### src/rtl/rtc_pkg.sv
// Shared constants for the RTC bus responder: register map, FSM encoding
// and the BCD single-step helper used by the time-of-day chain.
package rtc_pkg;

  localparam logic [7:0] ADDR_SEC  = 8'h21;
  localparam logic [7:0] ADDR_MIN  = 8'h22;
  localparam logic [7:0] ADDR_HR   = 8'h23;
  localparam logic [7:0] ADDR_DAY  = 8'h24;
  localparam logic [7:0] ADDR_MON  = 8'h25;
  localparam logic [7:0] ADDR_YEAR = 8'h26;
  localparam logic [7:0] ADDR_TMR0 = 8'h41;
  localparam logic [7:0] ADDR_TMR1 = 8'h42;
  localparam logic [7:0] ADDR_TMR2 = 8'h43;
  localparam logic [7:0] ADDR_CMD0 = 8'hF0;
  localparam logic [7:0] ADDR_SNAP = 8'hF1;

  localparam logic [1:0] ST_IDLE    = 2'd0;
  localparam logic [1:0] ST_ADDR_WR = 2'd1;
  localparam logic [1:0] ST_DATA_WR = 2'd2;
  localparam logic [1:0] ST_DATA_RD = 2'd3;

  // One BCD step without the range wrap; a low nibble of 9 or more
  // (including non-BCD values) rolls into the high nibble.
  function automatic logic [7:0] bcd_step(input logic [7:0] v);
    if (v[3:0] >= 4'd9) bcd_step = {v[7:4] + 4'd1, 4'd0};
    else                bcd_step = v + 8'd1;
  endfunction

endpackage

### src/rtl/bcd_time_counter.sv
// Prescaler plus sec/min/hr BCD chain with host load ports and a snapshot
// shadow. A load always wins over a coincident tick and restarts the
// prescaler, so the written value holds for a full tick period.
module bcd_time_counter
  import rtc_pkg::*;
#(
  parameter int unsigned TICK_CICLOS = 100_000_000
) (
  input  logic       clk,
  input  logic       reset,
  input  logic       ld_sec,
  input  logic       ld_min,
  input  logic       ld_hr,
  input  logic [7:0] ld_val,
  input  logic       snap,
  output logic [7:0] shadow_sec,
  output logic [7:0] shadow_min,
  output logic [7:0] shadow_hr
);

  localparam int unsigned PW = (TICK_CICLOS > 1) ? $clog2(TICK_CICLOS) : 1;
  localparam logic [PW-1:0] PRESC_TOP = PW'(TICK_CICLOS - 1);

  logic [PW-1:0] presc;
  logic [7:0]    sec_r, min_r, hr_r;
  logic          tick, sec_wrap, min_wrap;

  // Down-counter reaching terminal count marks the one-second tick.
  always_comb begin
    tick     = (presc == '0);
    sec_wrap = (sec_r >= 8'h59);
    min_wrap = (min_r >= 8'h59);
  end

  // Prescaler and BCD chain; loads pre-empt the tick and reload the prescaler.
  always_ff @(posedge clk) begin
    if (reset) begin
      presc <= PRESC_TOP;
      sec_r <= 8'h00;
      min_r <= 8'h00;
      hr_r  <= 8'h00;
    end else if (ld_sec || ld_min || ld_hr) begin
      presc <= PRESC_TOP;
      if (ld_sec) sec_r <= ld_val;
      if (ld_min) min_r <= ld_val;
      if (ld_hr)  hr_r  <= ld_val;
    end else if (tick) begin
      presc <= PRESC_TOP;
      sec_r <= sec_wrap ? 8'h00 : bcd_step(sec_r);
      if (sec_wrap) min_r <= min_wrap ? 8'h00 : bcd_step(min_r);
      if (sec_wrap && min_wrap) hr_r <= (hr_r >= 8'h23) ? 8'h00 : bcd_step(hr_r);
    end else begin
      presc <= presc - PW'(1);
    end
  end

  // Shadow captures the registered (pre-increment) time on a snapshot command.
  always_ff @(posedge clk) begin
    if (reset) begin
      shadow_sec <= 8'h00;
      shadow_min <= 8'h00;
      shadow_hr  <= 8'h00;
    end else if (snap) begin
      shadow_sec <= sec_r;
      shadow_min <= min_r;
      shadow_hr  <= hr_r;
    end
  end

endmodule

### src/rtl/rtc_bus_responder.sv
// Device-side emulation of the RTC multiplexed address/data bus: strobe
// sampling, cycle decode FSM, register file and read-data driver.
//
//  state      | meaning
//  -----------+-----------------------------------------------------------
//  ST_IDLE    | no cycle in progress, waiting for cs with wr or rd low
//  ST_ADDR_WR | address phase write; latches address on wr_q rise
//  ST_DATA_WR | data phase write; commits to the register file on wr_q rise
//  ST_DATA_RD | data phase read; drives dato_out with dato_oe high
module rtc_bus_responder
  import rtc_pkg::*;
#(
  parameter int unsigned TICK_CICLOS = 100_000_000
) (
  input  logic       clk,
  input  logic       reset,
  input  logic       a_d,
  input  logic       cs,
  input  logic       wr,
  input  logic       rd,
  input  logic [7:0] dato_in,
  output logic [7:0] dato_out,
  output logic       dato_oe,
  output logic [7:0] addr_actual,
  output logic       error_bus
);

  logic       a_d_q, a_d_qq, cs_q, wr_q, rd_q;
  logic [7:0] data_lat;
  logic [1:0] state;
  logic [7:0] day_r, mon_r, year_r, tmr0_r, tmr1_r, tmr2_r;
  logic [7:0] shadow_sec, shadow_min, shadow_hr;
  logic [7:0] rd_mux;
  logic       proto_err, addr_commit, data_commit, snap;

  // Single sample stage on the bus pins; a_d gets a second stage for change detection.
  always_ff @(posedge clk) begin
    if (reset) begin
      a_d_q  <= 1'b1;
      a_d_qq <= 1'b1;
      cs_q   <= 1'b1;
      wr_q   <= 1'b1;
      rd_q   <= 1'b1;
    end else begin
      a_d_q  <= a_d;
      a_d_qq <= a_d_q;
      cs_q   <= cs;
      wr_q   <= wr;
      rd_q   <= rd;
    end
  end

  // Holds the bus value seen while wr_q was low, i.e. the value to commit.
  always_ff @(posedge clk) begin
    if (reset)      data_lat <= 8'h00;
    else if (!wr_q) data_lat <= dato_in;
  end

  // Error detection and commit qualification; an error cancels any commit.
  always_comb begin
    proto_err   = (!cs_q && !wr_q && !rd_q) ||
                  ((a_d_q != a_d_qq) && (!wr_q || !rd_q));
    addr_commit = (state == ST_ADDR_WR) && wr_q && !proto_err;
    data_commit = (state == ST_DATA_WR) && wr_q && !proto_err;
    snap        = addr_commit && (data_lat == ADDR_SNAP);
  end

  // Cycle decode FSM with registered read-data outputs.
  always_ff @(posedge clk) begin
    if (reset) begin
      state       <= ST_IDLE;
      dato_oe     <= 1'b0;
      dato_out    <= 8'h00;
      addr_actual <= 8'h00;
      error_bus   <= 1'b0;
    end else if (proto_err) begin
      state     <= ST_IDLE;
      dato_oe   <= 1'b0;
      dato_out  <= 8'h00;
      error_bus <= 1'b1;
    end else begin
      case (state)
        ST_IDLE: begin
          if (!cs_q && !wr_q) begin
            state <= a_d_q ? ST_DATA_WR : ST_ADDR_WR;
          end else if (!cs_q && !rd_q && a_d_q) begin
            state    <= ST_DATA_RD;
            dato_oe  <= 1'b1;
            dato_out <= rd_mux;
          end
        end
        ST_ADDR_WR: begin
          if (wr_q) begin
            addr_actual <= data_lat;
            state       <= ST_IDLE;
          end else if (cs_q) begin
            state <= ST_IDLE;
          end
        end
        ST_DATA_WR: begin
          if (wr_q || cs_q) state <= ST_IDLE;
        end
        ST_DATA_RD: begin
          if (rd_q || cs_q) begin
            state    <= ST_IDLE;
            dato_oe  <= 1'b0;
            dato_out <= 8'h00;
          end else begin
            dato_out <= rd_mux;
          end
        end
        default: state <= ST_IDLE;
      endcase
    end
  end

  // Plain storage registers; time registers are written through the counter.
  always_ff @(posedge clk) begin
    if (reset) begin
      day_r  <= 8'h00;
      mon_r  <= 8'h00;
      year_r <= 8'h00;
      tmr0_r <= 8'h00;
      tmr1_r <= 8'h00;
      tmr2_r <= 8'h00;
    end else if (data_commit) begin
      case (addr_actual)
        ADDR_DAY:  day_r  <= data_lat;
        ADDR_MON:  mon_r  <= data_lat;
        ADDR_YEAR: year_r <= data_lat;
        ADDR_TMR0: tmr0_r <= data_lat;
        ADDR_TMR1: tmr1_r <= data_lat;
        ADDR_TMR2: tmr2_r <= data_lat;
        default: ;
      endcase
    end
  end

  // Read mux; time reads come from the snapshot shadow, never the live chain.
  always_comb begin
    rd_mux = 8'h00;
    case (addr_actual)
      ADDR_SEC:             rd_mux = shadow_sec;
      ADDR_MIN:             rd_mux = shadow_min;
      ADDR_HR:              rd_mux = shadow_hr;
      ADDR_DAY:             rd_mux = day_r;
      ADDR_MON:             rd_mux = mon_r;
      ADDR_YEAR:            rd_mux = year_r;
      ADDR_TMR0:            rd_mux = tmr0_r;
      ADDR_TMR1:            rd_mux = tmr1_r;
      ADDR_TMR2:            rd_mux = tmr2_r;
      ADDR_CMD0, ADDR_SNAP: rd_mux = 8'h00;
      default:              rd_mux = 8'h00;
    endcase
  end

  bcd_time_counter #(.TICK_CICLOS(TICK_CICLOS)) u_time (
    .clk        (clk),
    .reset      (reset),
    .ld_sec     (data_commit && (addr_actual == ADDR_SEC)),
    .ld_min     (data_commit && (addr_actual == ADDR_MIN)),
    .ld_hr      (data_commit && (addr_actual == ADDR_HR)),
    .ld_val     (data_lat),
    .snap       (snap),
    .shadow_sec (shadow_sec),
    .shadow_min (shadow_min),
    .shadow_hr  (shadow_hr)
  );

endmodule
### config.mk
export PLATFORM = sky130hd
export DESIGN_NAME = rtc_bus_responder
export DESIGN_NICKNAME = d
export VERILOG_FILES = /design/src/rtl/rtc_pkg.sv /design/src/rtl/bcd_time_counter.sv /design/src/rtl/rtc_bus_responder.sv
export SDC_FILE = /design/constraint.sdc
export NUM_CORES = 1
export LEC_CHECK = 0
export BUFFER_PORTS_ARGS = -buffer_cell sky130_fd_sc_hd__buf_2
export CORE_MARGIN = 2
export CORE_UTILIZATION = 35
export CTS_BUF_LIST = sky130_fd_sc_hd__clkbuf_8
export DETAILED_ROUTE_END_ITERATION = 12
export SLEW_MARGIN = 20
export SYNTH_ARGS = -nofsm -noshare
export SYNTH_HDL_FRONTEND = slang
export SYNTH_SLANG_ARGS = --single-unit
### constraint.sdc
create_clock -name clk -period 3.2 [get_ports clk]
set_clock_uncertainty 0.05 [all_clocks]
set_input_delay 0.32 -clock clk [delete_from_list [all_inputs] [get_ports clk]]
set_output_delay 0.32 -clock clk [all_outputs]
set_load 0.02 [all_outputs]
==> out/results.tsv, run 1 <==
metric	value	unit
status	finished clean	
# diodes	0	
Post-Layout Cell Count	1142	
Final Cell Area	8330	um2
TritonCTS clock tree	yes	
Hold WS	0.0298	ns
Required @ worst endpoint	3.53	ns
IO Count	32	
pwr dens	440	nW/um2
layout cells sized above 1	0.135	
fin crit share	0.825	
DP Area	7870	um2
clock share of power	0.426	
Final Wtd Congestion	0.880	
RSZ-0062 raised after global routing	no	
gr usage total	0.173	
DR vias	6058	
Leak	0.00336	uW
Slew headroom	0.396	
Hold Fails Final Rpt	0	
Final nets	885	
post-synthesis net count	862	
sw frac	0.268	
Crit. End Element	register	
ys async rst share	0	
Die Area	22400	um2
Synth warnings	0	
largest net degree at the start of global routing	58	
HPWL Detailed	12800	um
critical setup path kind	register to register	
setup violators final	0	
Comb power frac	0.034	
synthesized area	7410	um2
flip-flop count of the largest register after layout	27	
post-route minimum period	2.64	ns
Worst-Margin Slew	0.901	ns
max frequency	379	MHz
sequential group share of total power	0.541	
Setup TNS	0	ns
Primary FF master, synth	dfxtp_1	
crit-path max FO	11	
placed insts	1106	
DRC	0	
P_sw	983	uW
Pins Over Slew Limit	0	
H-tree depth	4	
Yosys cell types	69	
Die Height	150	um
cts bufs inserted	17	
core box area	20900	um2
Mean Syn Cell Area	8.92	um2
Total Wirelength	18600	um
synthesized instance count	831	
via/cell ratio	5.30	
Avg WL per Cell	16.3	um
startpoint class of the critical path	register	
Sink Count	156	
EDFF count, synth	0	
Root Buffer	clkbuf_8	
initial antenna violation count	0	
Worst VDD drop	0.215	mV
DIE WIDTH	150	um
buffers added on ports	31	
first-pass GRT wire length	30300	um
area leader, netlist	dfxtp_1	
worst hold path class	input pin to register	
critical path arrival	2.97	ns
post-synthesis sequential area ratio	0.421	
Initial Util	0.355	
total congestion overflow	0	
ANT nets after route	0	
dominant cells by area after synthesis	dfxtp_1 42%, mux2i_1 14%, nor2_1 7.1%	
Detailed Routing Iterations Pass 1	5	
Post-CTS Setup Inserts	0	
row count	53	
Clk pin slew, worst setup/hold paths	0.10	ns
internal power	2690	uW
Yosys reg bits	156	
vias in the first global route	5700	
Yosys top cell area share	0.421	
Worst-Skew Late Latency	0.47	ns
worst-case clock buffer depth	2	
# Max-Cap Violations	0	
Initial DRC Count	389	
Largest Register	u_time.presc	
Layout Area Growth over Synthesis	12.4	%
-- worst paths after layout --
path	slack, ns	cells after the start	startpoint	endpoint
hold / removal	0.03	3	dato_in[3]	data_lat[3]$_SDFFE_PP0N_
setup / recovery	0.56	7	addr_actual[4]$_SDFFE_PP0P_	u_time.hr_r[0]$_SDFFE_PP0P_
setup reg to reg	0.56	7	addr_actual[4]$_SDFFE_PP0P_	u_time.hr_r[0]$_SDFFE_PP0P_
hold reg to reg	0.38	1	u_time.presc[0]$_SDFF_PP1_	u_time.presc[0]$_SDFF_PP1_
-- cell type report --
class	instances	area, um2
Inverter	17	63.8
Timing Repair Buffer	58	370
Sequential cell	156	3120
Clock buffer	18	248
Fill cell	2127	12600
Tap cell	275	344
Clock inverter	14	171
Multi-Input combinational cell	604	4010
-- synth_stat cells, types with 3 or more instances --
master and count:
dfxtp_1 156, xor2_1 6, o21ai_1 13, clkbuf_1 37, a32o_1 3, xnor2_1 14, o2bb2ai_1 4, buf_2 14
a211oi_1 13, o21a_1 3, o22ai_1 9, o31ai_1 10, a31oi_1 3, and3_1 4, or2_2 8, nand2_1 58
o41ai_1 4, mux2i_1 106, a21o_1 4, nand4_1 3, inv_1 17, or4_1 3, ha_1 17, and2_1 3
nor3_1 15, mux2_2 6, a22oi_1 12, or3b_2 3, nand3_1 20, a21oi_1 40, nor3_2 3, nor4_1 8
or3_1 11, nor2b_1 5, o21ai_0 9, nand3b_1 4, nor2_1 141
-- layer usage --
metal  global-route usage  part of all wire
met4               0.0629             0.021
met1                0.235              0.48
met3               0.0372             0.047
met5                    0                 0
met2                0.270              0.45
-- power by group through the flow --
stage	registers, uW	logic [uW]	clock network (uW)
2_1_floorplan	2010	89.2	0
3_3_place_gp	2030	120	0
3_5_place_dp	2030	120	0
4_1_cts	1980	124	1600
5_1_grt	1990	136	1680
6_report	1980	123	1560
-- worst max-delay path: stages (launching register included) --
cell and delay [ns]:
dfxtp_1 0.39, or4b_1 0.74, nor3_2 0.24, buf_4 0.21, nand2_1 0.19, o21ai_0 0.35
a21oi_1 0.13, a311oi_1 0.25
-- metrics by stage --
stage / power (uW) / utilization / setup slack [ns]
final: 3670 / 0.399 / 0.560
after global routing: 3800 / 0.399 / 0.362
after CTS: 3710 / 0.399 / 0.581
after detailed placement: 2150 / 0.377 / 0.612
after global placement: 2150 / 0.377 / 0.682
after floorplan: 2100 / - / 0.873
-- cells in the final DEF, fill, tap and decap left out, types with 14 or more instances in the layout --
cell and instances:
nor3_1 15, inv_1 17, xnor2_1 14, ha_1 17
a21oi_1 40, clkbuf_8 18, nand3_1 20, buf_2 30
nor2_1 141, mux2i_1 106, dfxtp_1 156, buf_4 24
nand2_1 58
-- cell families after synthesis --
| group | Yosys count | synth area share |
|---|---|---|
| multiplexers | 112 | 0.152 |
| AND/OR/NAND/NOR | 305 | 0.197 |
| AO/OA/AOI/OAI | 149 | 0.137 |
| XOR/XNOR | 21 | 0.0258 |
| flip-flops | 156 | 0.421 |
| buffers and inverters | 71 | 0.0388 |
| adder cells (fa/ha/maj) | 17 | 0.0287 |
-- repair_timing --
action                    4_1_cts  5_1_grt
hold buffers                    4        0
hold endpoints to repair        4        0
resized for setup               0        0
(Power assumes the default switching activity.)
==> inputs of run 2 (changes only) <==
--- a/config.mk
+++ b/config.mk
@@ -5,6 +5,7 @@
 export SDC_FILE = /design/constraint.sdc
 export NUM_CORES = 1
 export LEC_CHECK = 0
+export ABC_AREA = 1
 export BUFFER_PORTS_ARGS = -buffer_cell sky130_fd_sc_hd__buf_2
 export CORE_MARGIN = 2
 export CORE_UTILIZATION = 35
==> constraint.sdc (replaced) <==
create_clock -name clk -period 2.45 [get_ports clk]
set_clock_uncertainty 0.05 [all_clocks]
set_input_delay 0.245 -clock clk [delete_from_list [all_inputs] [get_ports clk]]
set_output_delay 0.245 -clock clk [all_outputs]
set_load 0.02 [all_outputs]
==> out/results.tsv, run 2 <==
metric	value	unit
critical setup path kind	register to register	
DIE WIDTH	151	um
EDFF count, synth	0	
Buffers & Inverters on Critical Path	2	
# Max-Cap Violations	0	
Worst-Margin Slew	0.556	ns
Yosys top cell area share	0.414	
row count	53	
slowest stage cell, crit path	dfxtp_1	
Avg WL per Cell	14.7	um
Sink Count	156	
Die Area	22700	um2
total power	5260	uW
Layout Area Growth over Synthesis	11.6	%
Worst-Skew Late Latency	0.46	ns
Worst VDD drop	0.363	mV
setup violators final	0	
worst setup margin	0.325	ns
flip-flop count of the largest register after layout	27	
pwr dens	625	nW/um2
IO Count	32	
gr usage total	0.190	
status	finished clean	
post-synthesis sequential area ratio	0.414	
area leader, netlist	dfxtp_1	
critical path arrival	2.41	ns
Largest Register	u_time.presc	
buffers added on ports	31	
Slew headroom	0.629	
cts bufs inserted	17	
Clk pin slew, worst setup/hold paths	0.09	ns
HPWL Detailed	14800	um
# diodes	0	
most frequent cells in the layout	255 x nand2_1, 156 x dfxtp_1, 142 x nor2_1	
initial antenna violation count	0	
Synth warnings	0	
synthesized instance count	1097	
dominant cells by area after synthesis	dfxtp_1 41%, nand2_1 13%, o21ai_0 7.4%	
post-route minimum period	2.13	ns
worst hold path class	input pin to register	
ANT nets after route	0	
DR vias	7050	
layout cells sized above 1	0.103	
H-tree depth	4	
RSZ-0062 raised after global routing	no	
Crit. End Element	register	
Setup TNS	0	ns
TritonCTS clock tree	yes	
dpl ws	0.266	ns
Worst path max stage delay	0.32	ns
crit-path max FO	8	
post-synthesis net count	1128	
DRC	0	
delay-heaviest family, CP	simple AND/OR/NAND/NOR gates	
Required @ worst endpoint	2.74	ns
largest net degree at the start of global routing	60	
Final nets	1162	
commonest non-fill, non-tap cell in the layout	nand2_1	
Primary FF master, synth	dfxtp_1	
vias in the first global route	6407	
crit-path cells	inv_1, ha_1, nand2_1, nor2_2, inv_1, nor2_1, nand2_1, nor2_1, and3_1, o21ai_1	
most frequent cells after synthesis	255 x nand2_1, 156 x dfxtp_1, 143 x nor2_1	
Post-CTS Setup Inserts	0	
most common cell in the synthesized netlist	nand2_1	
via/cell ratio	4.97	
r2r setup slk	0.32	ns
placed insts	1379	
ys async rst share	0	
Post-Layout Cell Count	1419	
total congestion overflow	0	
Initial DRC Count	612	
Root Buffer	clkbuf_8	
synthesized area	7540	um2
Total Wirelength	20800	um
fin crit share	0.867	
max frequency	471	MHz
core box area	21100	um2
Final Wtd Congestion	0.868	
Pins Over Slew Limit	0	
Detailed Routing Iterations Pass 1	6	
Mean Syn Cell Area	6.88	um2
startpoint class of the critical path	register	
Leak	0.00369	uW
Die Height	151	um
Yosys cell types	35	
Yosys reg bits	156	
Initial Util	0.358	
first-pass GRT wire length	33700	um
Hold Fails Final Rpt	0	
worst-case clock buffer depth	2	
run 2: changes by cell type after synthesis, sizes merged, moves of 14 or more:
cell and delta:
nor3 -14, inv +89, clkbuf -19, o21ai +93, nand2 +204, a21oi +68
nand3 +57, mux2i -106
run 2: power breakdown:
| group | leakage [uW] | internal, uW | switching [uW] |
|---|---|---|---|
| clock network | 0.000193 | 780 | 1050 |
| registers | 0.00126 | 2600 | 76.8 |
| logic | 0.00224 | 193 | 555 |
run 2: final cells by class:
type	count	area (um2)
clock buffers	19	262
inverters	107	402
repair buffers	53	340
flip-flops and latches	156	3120
fillers	2251	12700
well taps	275	344
multi-input cells	796	3840
clock inverters	13	105
run 2: per-layer routing:
layer / global-route usage / up-vias / part of all wire
li1: - / 3649 / -
met1: 0.266 / 3193 / 0.48
met2: 0.294 / 177 / 0.44
met3: 0.0340 / 31 / 0.046
met4: 0.0664 / 0 / 0.026
met5: 0 / - / 0
run 2: timing repair:
action | in CTS | in global routing
hold buffers | 8 | 0
endpoints found under the setup margin | 0 | 1
hold endpoints to repair | 8 | 0
gates resized for setup | 0 | 1
run 2: through the flow:
stage	cell area [um2]	utilization	hold slack, ns
after detailed placement	7970	0.378	0.328
after global placement	7970	0.378	0.325
after global routing	8420	0.399	0.0314
final	8420	0.399	0.0162
after CTS	8410	0.399	0.0167
after floorplan	7540	-	0.299
run 2: final timing paths:
check / startpoint / to / cells after the start
max: u_time.presc[0]$_SDFF_PP1_ / u_time.presc[20]$_SDFF_PP1_ / 10
min: dato_in[0] / data_lat[0]$_SDFFE_PP0N_ / 3
max reg2reg: u_time.presc[0]$_SDFF_PP1_ / u_time.presc[20]$_SDFF_PP1_ / 10
min reg2reg: u_time.presc[0]$_SDFF_PP1_ / u_time.presc[0]$_SDFF_PP1_ / 1
run 2: cells by family (layout without fill, tap and decap cells):
| logic type | after synthesis | count (layout) | share of synthesized area |
|---|---|---|---|
| compound gates | 241 | 241 | 0.166 |
| simple gates | 525 | 525 | 0.300 |
| xor+xnor | 13 | 13 | 0.0151 |
| buf+inv | 145 | 192 | 0.0773 |
| flops | 156 | 156 | 0.414 |
| fa+ha+maj | 17 | 17 | 0.0282 |
run 2: worst reg2reg max path, cell delays in order (launching register included):
cell	delay (ns)
dfxtp_1	0.32
inv_1	0.22
ha_1	0.24
nand2_1	0.14
nor2_2	0.25
inv_1	0.13
nor2_1	0.14
nand2_1	0.15
nor2_1	0.15
and3_1	0.16
o21ai_1	0.06
